## config.mk

```make
export PLATFORM = sky130hd
export DESIGN_NAME = sid_dac_ctrl
export DESIGN_NICKNAME = d
export VERILOG_FILES = /design/src/rtl/sid_dac_pkg.sv /design/src/rtl/sid_dac_tick.sv /design/src/rtl/sid_dac_ctrl.sv
export SDC_FILE = /design/constraint.sdc
export NUM_CORES = 1
export LEC_CHECK = 0
export BUFFER_PORTS_ARGS = -buffer_cell sky130_fd_sc_hd__clkbuf_2
export CORE_MARGIN = 2
export CORE_UTILIZATION = 50
export DETAILED_ROUTE_END_ITERATION = 10
export PLACE_DENSITY = 0.73
export SLEW_MARGIN = 0
export SYNTH_ARGS = -nofsm -noshare
export SYNTH_HDL_FRONTEND = slang
export SYNTH_SLANG_ARGS = --single-unit
```

## constraint.sdc

```tcl
create_clock -name wb_clk_i -period 8.3 [get_ports wb_clk_i]
set_input_delay 1.66 -clock wb_clk_i [delete_from_list [all_inputs] [get_ports wb_clk_i]]
set_output_delay 1.66 -clock wb_clk_i [all_outputs]
set_load 0.03 [all_outputs]
```

## src/rtl/sid_dac_pkg.sv

```systemverilog
// Shared types and constants for the SID stereo DAC7611 serialiser.
package sid_dac_pkg;

  // Frame sequencer states: one LOW/HIGH pair per bit, then the latch pulse and a guard gap.
  typedef enum logic [2:0] {
    ST_IDLE  = 3'd0,
    ST_LOW   = 3'd1,
    ST_HIGH  = 3'd2,
    ST_LATCH = 3'd3,
    ST_GAP   = 3'd4
  } dac_state_t;

  localparam int DAC_W_DEFAULT   = 12;
  localparam int CLK_DIV_DEFAULT = 2;

  // Cycles per frame: DAC_W clock periods plus the latch phase and the gap phase.
  function automatic int frame_len(input int dac_w, input int clk_div);
    return (2 * dac_w + 2) * clk_div;
  endfunction

  localparam int FRAME_LEN_DEFAULT = frame_len(DAC_W_DEFAULT, CLK_DIV_DEFAULT);

endpackage

```

## src/rtl/sid_dac_tick.sv

```systemverilog
// Phase timer: a down-counter that marks the last cycle of every CLK_DIV-long phase.
module sid_dac_tick #(
  parameter int CLK_DIV = 2
) (
  input  logic wb_clk_i,
  input  logic rst_n,
  input  logic restart,
  output logic tick
);

  localparam int CW = 8;

  logic [CW-1:0] cnt;

  // Reload on every state change; otherwise count down and park at zero.
  always_ff @(posedge wb_clk_i or negedge rst_n) begin
    if (!rst_n) begin
      cnt <= '0;
    end else if (restart) begin
      cnt <= CW'(CLK_DIV - 1);
    end else if (cnt != '0) begin
      cnt <= cnt - 1'b1;
    end
  end

  // Zero means the current phase has run its full CLK_DIV cycles.
  assign tick = (cnt == '0);

endmodule

```

## src/rtl/sid_dac_ctrl.sv

```systemverilog
// Stereo serialiser for a pair of DAC7611 converters sharing clock and load strobe.
module sid_dac_ctrl
  import sid_dac_pkg::*;
#(
  parameter int CLK_DIV = CLK_DIV_DEFAULT,
  parameter int DAC_W   = DAC_W_DEFAULT
) (
  input  logic             wb_clk_i,
  input  logic             rst_n,
  input  logic             s_valid,
  output logic             s_ready,
  input  logic [DAC_W-1:0] s_left,
  input  logic [DAC_W-1:0] s_right,
  output logic             dac_clk,
  output logic             dac_dat1,
  output logic             dac_dat2,
  output logic             dac_le_b,
  output logic             busy
);

  localparam int BW = (DAC_W > 1) ? $clog2(DAC_W) : 1;

  dac_state_t       state, state_next;
  logic [DAC_W-1:0] hold_l, hold_r;
  logic             hold_full;
  logic [DAC_W-1:0] sh_l, sh_r, sh_l_next, sh_r_next;
  logic [BW-1:0]    bit_cnt, bit_next;
  logic             load;
  logic             accept;
  logic             tick;
  logic             restart;

  assign s_ready = !hold_full;
  assign accept  = s_valid && !hold_full;
  assign busy    = (state != ST_IDLE);
  assign restart = (state_next != state);

  sid_dac_tick #(
    .CLK_DIV (CLK_DIV)
  ) u_tick (
    .wb_clk_i (wb_clk_i),
    .rst_n    (rst_n),
    .restart  (restart),
    .tick     (tick)
  );

  // Next-state, bit counter and shift-register load decisions.
  always_comb begin
    state_next = state;
    bit_next   = bit_cnt;
    sh_l_next  = sh_l;
    sh_r_next  = sh_r;
    load       = 1'b0;
    case (state)
      ST_IDLE: begin
        if (hold_full) begin
          load       = 1'b1;
          sh_l_next  = hold_l;
          sh_r_next  = hold_r;
          bit_next   = BW'(DAC_W - 1);
          state_next = ST_LOW;
        end
      end
      ST_LOW: begin
        if (tick) state_next = ST_HIGH;
      end
      ST_HIGH: begin
        if (tick) begin
          if (bit_cnt == '0) begin
            state_next = ST_LATCH;
          end else begin
            bit_next   = bit_cnt - 1'b1;
            state_next = ST_LOW;
          end
        end
      end
      ST_LATCH: begin
        if (tick) state_next = ST_GAP;
      end
      ST_GAP: begin
        if (tick) begin
          if (hold_full) begin
            // Back-to-back: the next frame starts with no idle cycle.
            load       = 1'b1;
            sh_l_next  = hold_l;
            sh_r_next  = hold_r;
            bit_next   = BW'(DAC_W - 1);
            state_next = ST_LOW;
          end else begin
            state_next = ST_IDLE;
          end
        end
      end
      default: state_next = ST_IDLE;
    endcase
  end

  // One-deep holding register; accept and load can never coincide since s_ready gates accept.
  always_ff @(posedge wb_clk_i or negedge rst_n) begin
    if (!rst_n) begin
      hold_full <= 1'b0;
      hold_l    <= '0;
      hold_r    <= '0;
    end else if (load) begin
      hold_full <= 1'b0;
    end else if (accept) begin
      hold_full <= 1'b1;
      hold_l    <= s_left;
      hold_r    <= s_right;
    end
  end

  // Sequencer state, bit index and the two shift registers.
  always_ff @(posedge wb_clk_i or negedge rst_n) begin
    if (!rst_n) begin
      state   <= ST_IDLE;
      bit_cnt <= '0;
      sh_l    <= '0;
      sh_r    <= '0;
    end else begin
      state   <= state_next;
      bit_cnt <= bit_next;
      sh_l    <= sh_l_next;
      sh_r    <= sh_r_next;
    end
  end

  // Pin drivers registered from the next state so they change exactly on phase entry.
  always_ff @(posedge wb_clk_i or negedge rst_n) begin
    if (!rst_n) begin
      dac_clk  <= 1'b0;
      dac_le_b <= 1'b1;
      dac_dat1 <= 1'b0;
      dac_dat2 <= 1'b0;
    end else begin
      dac_clk  <= (state_next == ST_HIGH);
      dac_le_b <= (state_next != ST_LATCH);
      case (state_next)
        ST_LOW: begin
          dac_dat1 <= sh_l_next[bit_next];
          dac_dat2 <= sh_r_next[bit_next];
        end
        ST_HIGH: begin
          // Data held stable across the rising edge.
          dac_dat1 <= dac_dat1;
          dac_dat2 <= dac_dat2;
        end
        default: begin
          dac_dat1 <= 1'b0;
          dac_dat2 <= 1'b0;
        end
      endcase
    end
  end

endmodule

```

# Word-level counts from Yosys, hierarchy flattened
# Cells that the tools add are included.
# classes
n_addsub,2
muxes,32
eq_ne,8
reduce_logical,10
n_bitwise,1
order_cmp,1
# ops
op,count
12-bit 2-to-1 mux,4
12-bit one-hot mux with 2 select lines,2
4-bit 2-to-1 mux,4
8-bit 2-to-1 mux,2
3-bit 2-to-1 mux,5
3-bit one-hot mux with 5 select lines,1
4-bit one-hot mux with 3 select lines,1
3-bit by 2-bit equality test with 1-bit output (second input constant),3
1-bit binary-select mux with 4-bit select,2
8-bit logical NOT,1
8-bit nonzero test,1
8-bit by 1-bit subtractor with 8-bit output (second input constant),1
1-bit 2-to-1 mux,7
3-bit by 1-bit equality test with 1-bit output (second input constant),2
1-bit one-hot mux with 2 select lines,3
4-bit by 5-bit < comparator with 1-bit output (second input constant),1
4-bit logical NOT,1
2-bit nonzero test,2
4-bit by 1-bit subtractor with 4-bit output (second input constant),1
3-bit equality test (second input constant),1
3-bit logical NOT,1
3-bit by 2-bit inequality test with 1-bit output (second input constant),1
3-bit inequality test,1
3-bit nonzero test,1
5 further kinds,5
# word_totals
out_inout_bits,6
regBits,68
inputBits,27
elab_cells,66

# Longest topological paths before layout
# Gate-level depths: netlist of run 1.
# depth
ltp_word,7
ltp_mapped,11

# Modules after synthesis
# A second synthesis of run 1 with hierarchy kept.
# unflattened
hier_cells,327
area_unflattened_um2,3442.1
# by_module_without_submodules
module,cells_each,seq_area_each_um2,area_per_inst_um2,instances
sid_dac_ctrl,282,1502.7,3004.1,1
sid_dac_tick,45,200.2,437.9,1

# Worst setup path before layout of run 1
# Ideal clock, no wire load.
# synth_timing
path_type,input -> register
start,input s_valid
end,register hold_l[0]
arrival_ns,2.696
slack_ns,5.479
stages,4
n_path_buf,2
required_time_ns,8.175
path_cell_list,nor2b_1 > clkbuf_1 > clkbuf_1 > mux2_2
# synth_via
elab_chain_len,2
# synth_lines
element,line_no,rtl
"start, declared",sid_dac_ctrl.sv:10,"input logic s_valid,"
1-bit logical AND,sid_dac_ctrl.sv:34,assign accept = s_valid && !hold_full;
2-bit AND reduction (no line),--,
"end signal, assigned",sid_dac_ctrl.sv:108,hold_l <= s_left;
"end, declared",sid_dac_ctrl.sv:24,"logic [DAC_W-1:0] hold_l, hold_r;"
# No other way between the ends.
# A chain may end at the register's enable or synchronous reset.

# Worst setup path after layout of run 1
# layout_timing
start,register u_tick.cnt[0]
end,register dac_dat2
# layout_via
elab_chain_len,6
# layout_lines
element,line_no,rtl
"start, declared",sid_dac_tick.sv:13,logic [CW-1:0] cnt;
"start signal, assigned",sid_dac_tick.sv:20,cnt <= CW'(CLK_DIV - 1);
"start signal, assigned",sid_dac_tick.sv:22,cnt <= cnt - 1'b1;
8-bit logical NOT *,sid_dac_tick.sv:27,assign tick = (cnt == '0);
"4-bit 2-to-1 mux, on equally long branches","sid_dac_ctrl.sv:81, sid_dac_ctrl.sv:68",
4-bit one-hot mux with 3 select lines *,sid_dac_ctrl.sv:54,case (state)
named net bit_next[0],sid_dac_ctrl.sv:27,"logic [BW-1:0] bit_cnt, bit_next;"
1-bit binary-select mux with 4-bit select *,sid_dac_ctrl.sv:141,dac_dat2 <= sh_r_next[bit_next];
1-bit 2-to-1 mux (implied by the code) *,sid_dac_ctrl.sv:141,
1-bit one-hot mux with 2 select lines *,sid_dac_ctrl.sv:138,case (state_next)
"end signal, assigned",sid_dac_ctrl.sv:141,
"end signal, assigned",sid_dac_ctrl.sv:146,dac_dat2 <= dac_dat2;
"end, declared",sid_dac_ctrl.sv:16,"output logic dac_dat2,"
# The timed path passes the listed nets; every way through them passes the cells marked *. The select of a mux whose other input is x is not followed.

==> results of run 1 <==
==> power by group through the flow <==
stage	Combinational [mW]	Sequential, mW	Clock, mW
after global routing	0.542	0.618	0.286
after floorplan	0.416	0.570	0
after global placement	0.476	0.595	0
after CTS	0.496	0.596	0.271
final	0.488	0.594	0.263
after detailed placement	0.493	0.602	0
==> critical path, stage by stage, from the launching register on <==
cell      delay, ns
dfrtp_1        0.38
inv_1          0.12
ha_1           0.22
or3b_2         0.53
o21ai_4        0.25
nand3_4        0.38
and2_1         0.36
inv_1          0.17
o21ai_0        0.10
o21bai_1       0.16
a311o_1        0.34
==> cells by family after synthesis <==
group | after synthesis | synth area share (%)
AND/OR/NAND/NOR | 58 | 10.6
multiplexers | 59 | 22.1
XOR/XNOR | 8 | 2.25
AO/OA/AOI/OAI | 29 | 6.86
flip-flops | 68 | 54.6
adder cells (fa/ha/maj) | 2 | 0.802
buffers and inverters | 19 | 2.77
==> placed cells by master (no fill, tap or decap), types with 2 or more instances in the layout <==
cell and instances:
a22oi_1 2, mux2_2 43, nor2_1 15, o211ai_1 3, or3b_1 2, a211oi_1 3, o21bai_1 2, dfrtp_1 67
xor2_1 4, a21oi_1 4, nand3b_1 2, nand2_1 9, nor4_1 2, clkbuf_8 9, nand4_1 2, and2_1 3
nor3b_1 2, mux2i_1 8, clkinv_4 2, xnor2_1 4, mux2_4 6, nand3_1 5, clkbuf_2 31, or3_1 3
ha_1 2, o21a_1 2, a311o_1 2, inv_1 7, o21ai_0 4, nor3_1 2, nor2b_1 2, clkinv_2 2
==> routing by layer <==
layer | vias up | part of all wire (%) | global-route usage, %
li1 | 930 | - | -
met1 | 940 | 47 | 22.1
met2 | 32 | 47 | 25.9
met3 | 8 | 3.8 | 5.07
met4 | 0 | 1.8 | 7.15
met5 | - | 0 | 0
==> how the worst max path moves through the flow <==
stage	end	slack, ns	cells after the start
2_1_floorplan	hold_l[0]	5.48	4
3_3_place_gp	hold_l[4]	5.08	3
3_5_place_dp	hold_l[6]	4.99	3
4_1_cts	dac_dat2	5.12	10
5_1_grt	dac_dat2	4.93	10
6_report	dac_dat2	5.14	10
==> flip-flops by register name, indices dropped and copies added, names as in the netlist <==
name and cells:
dac_dat1 1, dac_le_b 1, dac_dat2 1, sh_r 12
state 3, sh_l 12, bit_cnt 4, hold_r 12
u_tick.cnt 8, dac_clk 1, hold_l 12, hold_full 1
==> area by class of cell <==
class                           instances  area [sq um]
Clock inverter                          6          65.1
Tap cell                               75          93.8
Multi-Input combinational cell        156          1330
Inverter                                8          32.5
Timing Repair Buffer                   33           168
Sequential cell                        68          1700
Clock buffer                           10           128
Fill cell                             507          2470
==> qor.yml, run 1 <==
outcome: "finished, final reports clean"
htree_levels: 3
p_int_uw: 893
setup_viol: 0
hold_end: "sh_l[7]"
finalHoldWorstSlack_ns: 0.496
timing.rr.end: "dac_dat2"
tns_ns: 0
grtUsageTotal_pct: 16.8
area_delta_synth_final_pct: 12.9
clkPwrFrac_pct: 19.5
vdd_ir_drop_max_v: 0.000191
grt_max_degree: 69
whs_path_depth: 1
fin_area_sq_um: 3520
routed_wl_mm: 5.22
relSlewSlack_pct: 25.8
netlist_instances: 243
cts.clk_slew.worst_paths_ns: 0.07
setup.worst_path.end_class: "flop"
dpl.hpwl_mm: 3.60
ant_nets: 0
r2r_slack_ns: 5.14
numCtsBuffers: 9
period_minus_slack_ns: 3.16
cap_violations: 0
fin_crit_sh_pct: 38.0
postCtsSetupRepairBufs: 0
r2r-start: "u_tick.cnt[0]"
synth_edf_count: 0
placedCellCount: 340
cts_tree: "built"
cts-hold-fix-buffers: 0
p_total_mw: 1.34
total_leakage_power_nw: 1.59
synth.distinct_cells: 50
p_sw_share_pct: 33.6
synth_seq_cells: 68
switchingPower_uw: 451
rows: 28
core_area_sq_um: 5990
r2r_cells: 10
antenna_found_initial: 0
fmax_ghz: 0.317
ios: 33
num_vias: 1910
startpoint: "u_tick.cnt[0]"
worst-path-max-fanout: 30
synthesis.nets: 272
p_comb_share_pct: 36.3
routabilityCongestion: 0.780
hold_viol_final: 0
fin_nets: 305
grt_pass1_vias: 1941
dieArea_sq_um: 6880
yosysTopAreaCell: "dfrtp_1"
wire_per_inst_um: 14.7
die_h_um: 83.0
critPathRequiredTime_ns: 8.53
grt_setup_unrepaired: "no"
postLayoutCoreUtil_pct: 58.8
syn_area_sq_um: 3120
clkSinkCount: 68
layout-drive-gt1-share_pct: 38.8
start_util_pct: 52.0
hold_class: "flop to flop"
clkLatencyLatePin_ns: 0.34
synth.top_cells.by_count: "dfrtp_1, mux2_2, nor2_1"
instances_no_fill: 356
power.density_nw_per_um2: 382
root_buffer: "clkbuf_8"
cts_buffer_depth: 2
die_w_um: 83.0
grt-ovfl-total: 0
crit_type: "flop to flop"
synth_area_leaders: "dfrtp_1, mux2_2, mux2_4"
drc: 0
yosysSeqAreaShare_pct: 54.6
p_seq_share_pct: 44.2
drtIter0Drc: 69
maxSlewViolCount: 0
placed_area_sq_um: 3330
diodes: 0
worst_slack_ns: 5.14
cp-start-kind: "flop"
fin_skew_ns: 0.00625
port_buffers: 32
synth.avg_cell_area_sq_um: 12.8
yosysWarnings: 0
synth.top_cell.area_share_pct: 53.8
cts.repair.resized: 0
first_pass_iters: 4
min_from: "sh_l[7]"
synthArstFlopShare_pct: 100
crit_arrival_ns: 3.39
avgViaCountPerCell: 5.37
pre_cts_ws_ns: 4.99
yosys.cell_count.top_type: "dfrtp_1"
synth_ff_type: "dfrtp_1"
tightest_slew_ns: 1.11
grt_pass1_wl_mm: 9.21
Power figures use the tool's default switching activity.
==> run 2, diff against run 1 <==
==> constraint.sdc (replaced) <==
create_clock -name wb_clk_i -period 3.1 [get_ports wb_clk_i]
set_input_delay 0.62 -clock wb_clk_i [delete_from_list [all_inputs] [get_ports wb_clk_i]]
set_output_delay 0.62 -clock wb_clk_i [all_outputs]
set_load 0.03 [all_outputs]
==> run 2 against run 1 <==
Effect of this change: register-to-register slack worse by 5.0 ns; utilization is 1.2 points higher; sequential share of layout area is 0.98 points lower.
==> qor.yml, run 2 (synthesis gave the netlist of run 1 again) <==
avgViaCountPerCell: 5.40
cts_buffer_depth: 2
routabilityCongestion: 0.785
power.density_nw_per_um2: 1030
drc: 0
antenna_found_initial: 0
rows: 28
dieArea_sq_um: 6880
dpl.hpwl_mm: 3.73
routed_wl_mm: 5.51
placedCellCount: 344
grtUsageTotal_pct: 17.7
pre_cts_ws_ns: 0.123
wire_per_inst_um: 15.2
drtIter0Drc: 105
cts_tree: "built"
clkSinkCount: 68
crit_type: "flop to flop"
instances_no_fill: 363
layout-drive-gt1-share_pct: 40.3
vdd_ir_drop_max_v: 0.000581
mostFrequentLayoutCell: "dfrtp_1"
setup_viol: 0
relSlewSlack_pct: 45.1
tns_ns: 0
cap_violations: 0
final_cell_mix: "dfrtp_1, mux2_2, clkbuf_2, nor2_1"
fmax_ghz: 0.342
grt_setup_unrepaired: "no"
worst_slack_ns: 0.174
maxSlewViolCount: 0
postLayoutCoreUtil_pct: 60.0
period_minus_slack_ns: 2.93
diodes: 0
placed_area_sq_um: 3360
core_area_sq_um: 5990
num_vias: 1959
p_total_mw: 3.72
setup.worst_path.end_class: "flop"
total_leakage_power_nw: 1.63
hold_class: "primary input to asynchronous set/reset pin"
die_h_um: 83.0
grt_max_degree: 69
outcome: "finished, final reports clean"
r2r_slack_ns: 0.17
clkLatencyLatePin_ns: 0.34
numCtsBuffers: 9
fin_nets: 313
port_buffers: 32
root_buffer: "clkbuf_8"
ant_nets: 0
cp_slowest_stage_delay_ns: 0.53
fin_crit_sh_pct: 94.4
fin_skew_ns: 0.00460
fin_area_sq_um: 3590
cp-start-kind: "flop"
area_delta_synth_final_pct: 15.2
worst-path-max-fanout: 10
htree_levels: 3
cts.clk_slew.worst_paths_ns: 0.07
tightest_slew_ns: 0.823
cp_cell_sequence: "inv_1 > ha_1 > or3b_2 > o21ai_4 > nand3_4 > buf_4 > mux2_4 > mux2i_1 > o21bai_1 > a311o_1"
critPathRequiredTime_ns: 3.33
hold_viol_final: 0
ios: 33
first_pass_iters: 4
crit_arrival_ns: 3.15
start_util_pct: 52.0
grt_pass1_vias: 1994
finalHoldWorstSlack_ns: 0.468
die_w_um: 83.0
grt_pass1_wl_mm: 9.78
crit_slowest_cell: "or3b_2"
grt-ovfl-total: 0
run 2: report_power, final:
part / internal, mW / switching (mW) / total [mW]
Combinational: 0.732 / 0.624 / 1.36
Clock: 0.446 / 0.314 / 0.759
Sequential: 1.32 / 0.283 / 1.60
run 2: critical path, delay by kind of cell, from the launching register on:
| kind | cells | cell delay [ns] |
|---|---|---|
| and+or+nand+nor | 2 | 0.72 |
| AOI/OAI and AO/OA | 3 | 0.67 |
| muxes | 2 | 0.44 |
| DFF | 1 | 0.38 |
| buffers and inverters | 2 | 0.37 |
| adders and majority gates | 1 | 0.23 |
run 2: path summary, 6_finish.rpt:
check | cells after the start | start | to
worst max-delay path | 10 | u_tick.cnt[0] | dac_dat2
max in group asynchronous | 2 | rst_n | hold_l[11]
worst min register to register | 1 | sh_l[2] | sh_l[2]
min in group wb_clk_i | 1 | sh_l[2] | sh_l[2]
worst max register to register | 10 | u_tick.cnt[0] | dac_dat2
worst min-delay path | 2 | rst_n | dac_clk
run 2: final cells by class:
class	count	area [sq um]
fill	488	2400
inverter	8	32.5
sequential	68	1700
clock buffer	10	128
multi-input combinational	156	1330
tap	75	93.8
timing repair buffer	41	228
clock inverter	5	77.6
run 2: routing by layer:
layer / vias up / global-route usage [%] / part of all wire [%]
met2: 36 / 27.5 / 49
met3: 13 / 5.17 / 3.7
li1: 946 / - / -
met5: - / 0 / 0
met1: 964 / 23.6 / 46
met4: 0 / 6.71 / 1.6
run 2: repair_timing:
action | 4_1_cts | 5_1_grt
gates resized for setup | 0 | 0
setup buffers | 0 | 4
hold endpoints to repair | 0 | 0
endpoints found under the setup margin | 0 | 2
hold buffers | 0 | 0
==> run 3, diff against run 2 <==
--- a/config.mk
+++ b/config.mk
@@ -5,11 +5,12 @@
 export SDC_FILE = /design/constraint.sdc
 export NUM_CORES = 1
 export LEC_CHECK = 0
+export ABC_AREA = 1
 export BUFFER_PORTS_ARGS = -buffer_cell sky130_fd_sc_hd__clkbuf_2
 export CORE_MARGIN = 2
 export CORE_UTILIZATION = 50
 export DETAILED_ROUTE_END_ITERATION = 10
-export PLACE_DENSITY = 0.73
+export PLACE_DENSITY = 0.72
 export SLEW_MARGIN = 0
 export SYNTH_ARGS = -nofsm -noshare
 export SYNTH_HDL_FRONTEND = slang
==> run 3 against run 2 <==
Effect of this change: fmax is 22% higher; critical endpoint is now dac_dat1; clock skew is 0.0017 ns higher; largest cell class unchanged; sequential power down 34%; register-to-register slack better by 0.52 ns; highest routed layer unchanged; setup slack better by 0.52 ns; wire length is 11% higher; synthesized cell count rose by 49%.
==> qor.yml, run 3 <==
start_util_pct: 51.9
yosysTopAreaCell: "dfrtp_1"
synth.distinct_cells: 37
power.density_nw_per_um2: 502
grt_setup_unrepaired: "no"
grt_pass1_wl_mm: 11.1
wire_per_inst_um: 12.8
cts.clk_slew.worst_paths_ns: 0.08
layout-drive-gt1-share_pct: 26.4
clkPwrFrac_pct: 33.9
setup_viol: 0
fin_crit_sh_pct: 77.6
p_comb_share_pct: 8.5
cp-start-kind: "flop"
p_seq_share_pct: 57.6
dpl.hpwl_mm: 4.43
rows: 29
period_minus_slack_ns: 2.41
tightest_slew_ns: 0.724
grt_max_degree: 60
grtUsageTotal_pct: 19.1
netlist_instances: 361
setup.worst_path.end_class: "flop"
mostFrequentLayoutCell: "nand2_1"
die_h_um: 85.2
syn_area_sq_um: 3300
drc: 0
p_int_mw: 1.39
synth_area_leaders: "dfrtp_1, nand2_1, mux2_2"
grt_pass1_vias: 2632
outcome: "finished, final reports clean"
yosys.cell_count.top_type: "nand2_1"
core_area_sq_um: 6350
fin_skew_ns: 0.00628
synth.avg_cell_area_sq_um: 9.13
root_buffer: "clkbuf_8"
synthesis.nets: 390
tns_ns: 0
maxSlewViolCount: 0
diodes: 0
postCtsSetupRepairBufs: 0
routabilityCongestion: 0.936
dieArea_sq_um: 7260
synth_ff_type: "dfrtp_1"
ant_nets: 0
clkLatencyLatePin_ns: 0.34
synth.top_cells.by_count: "nand2_1, dfrtp_1, nand3_1"
clkSinkCount: 68
switchingPower_uw: 451
antenna_found_initial: 0
cts_buffer_depth: 2
hold_class: "primary input to asynchronous set/reset pin"
area_delta_synth_final_pct: 11.2
avgViaCountPerCell: 5.10
worst-path-max-fanout: 13
p_sw_share_pct: 24.6
port_buffers: 32
vdd_ir_drop_max_v: 0.000393
synth_seq_cells: 68
routed_wl_mm: 6.12
synth.top_cell.area_share_pct: 50.9
relSlewSlack_pct: 51.7
ios: 33
synthArstFlopShare_pct: 100
crit_type: "flop to flop"
htree_levels: 3
hold_viol_final: 0
yosysSeqAreaShare_pct: 51.7
fin_nets: 426
cts.repair.resized: 0
critPathRequiredTime_ns: 3.38
first_pass_iters: 4
yosysWarnings: 0
cap_violations: 0
drtIter0Drc: 109
total_leakage_power_nw: 1.90
cts_tree: "built"
r2r_slack_ns: 0.69
grt-ovfl-total: 0
num_vias: 2443
fmax_ghz: 0.415
crit_arrival_ns: 2.69
die_w_um: 85.2
final_cell_mix: "nand2_1, dfrtp_1, nand3_1, clkbuf_2, mux2_2"
postLayoutCoreUtil_pct: 57.7
cts-hold-fix-buffers: 0
synth_edf_count: 0
numCtsBuffers: 9
## run 3: logic make-up after synthesis
| logic type | count (synthesis) | share of synthesized area [%] |
|---|---|---|
| adder cells (fa/ha/maj) | 2 | 0.759 |
| AND/OR/NAND/NOR | 207 | 28.9 |
| flip-flops | 68 | 51.7 |
| multiplexers | 24 | 8.20 |
| AO/OA/AOI/OAI | 17 | 3.57 |
| XOR/XNOR | 6 | 1.59 |
| buffers and inverters | 37 | 5.35 |
## run 3: cell type report
cell class / count / area [sq um]
inverters: 28 / 106
flip-flops and latches: 68 / 1700
well taps: 77 / 96.3
repair buffers: 34 / 175
fillers: 571 / 2690
multi-input cells: 256 / 1420
clock buffers: 9 / 124
clock inverters: 7 / 43.8
## run 3: per-stage QoR
step	setup WS, ns	instance area [sq um]	hold slack, ns	power [mW]	cells
5_1_grt	0.415	3660	0.128	1.94	479
4_1_cts	0.662	3660	0.115	1.87	479
2_1_floorplan	1.19	3300	0.324	1.17	361
3_3_place_gp	0.763	3500	0.454	1.23	463
3_5_place_dp	0.686	3500	0.461	1.24	463
6_report	0.693	3660	0.126	1.84	479
## run 3: worst max-delay path: stages (launching register included)
cell and delay (ns):
dfrtp_1 0.36, inv_1 0.10, ha_1 0.25, nand2_2 0.11
nor2_4 0.31, nand3_1 0.12, nand2_1 0.11, inv_1 0.05
nor2_2 0.39, nand2_1 0.10, nand3_1 0.11, nand3_1 0.07
a21oi_1 0.13, nand2_1 0.08, nand2_1 0.06
## run 3: routing by layer
layer	GRT usage (%)	share of wire (%)
met1	23.2	46
met2	31.9	48
met3	4.18	3.3
met4	9.81	3.0
met5	0	0
## run 3: power groups by stage
stage                     sequential [mW]  combinational [mW]  clock (mW)
after floorplan                      1.06               0.114           0
after global placement               1.07               0.153           0
after detailed placement             1.08               0.162           0
after CTS                            1.06               0.162       0.649
after global routing                 1.08               0.179       0.683
final                                1.06               0.157       0.623
## run 3: path summary, 6_finish.rpt
path                          startpoint             to  cells after the start
setup / recovery           u_tick.cnt[0]       dac_dat1                     14
hold / removal                     rst_n  u_tick.cnt[0]                      1
max in group asynchronous          rst_n      hold_r[1]                      2
min in group wb_clk_i            sh_r[0]        sh_r[0]                      2
hold reg to reg                  sh_r[0]        sh_r[0]                      2
setup reg to reg           u_tick.cnt[0]       dac_dat1                     14
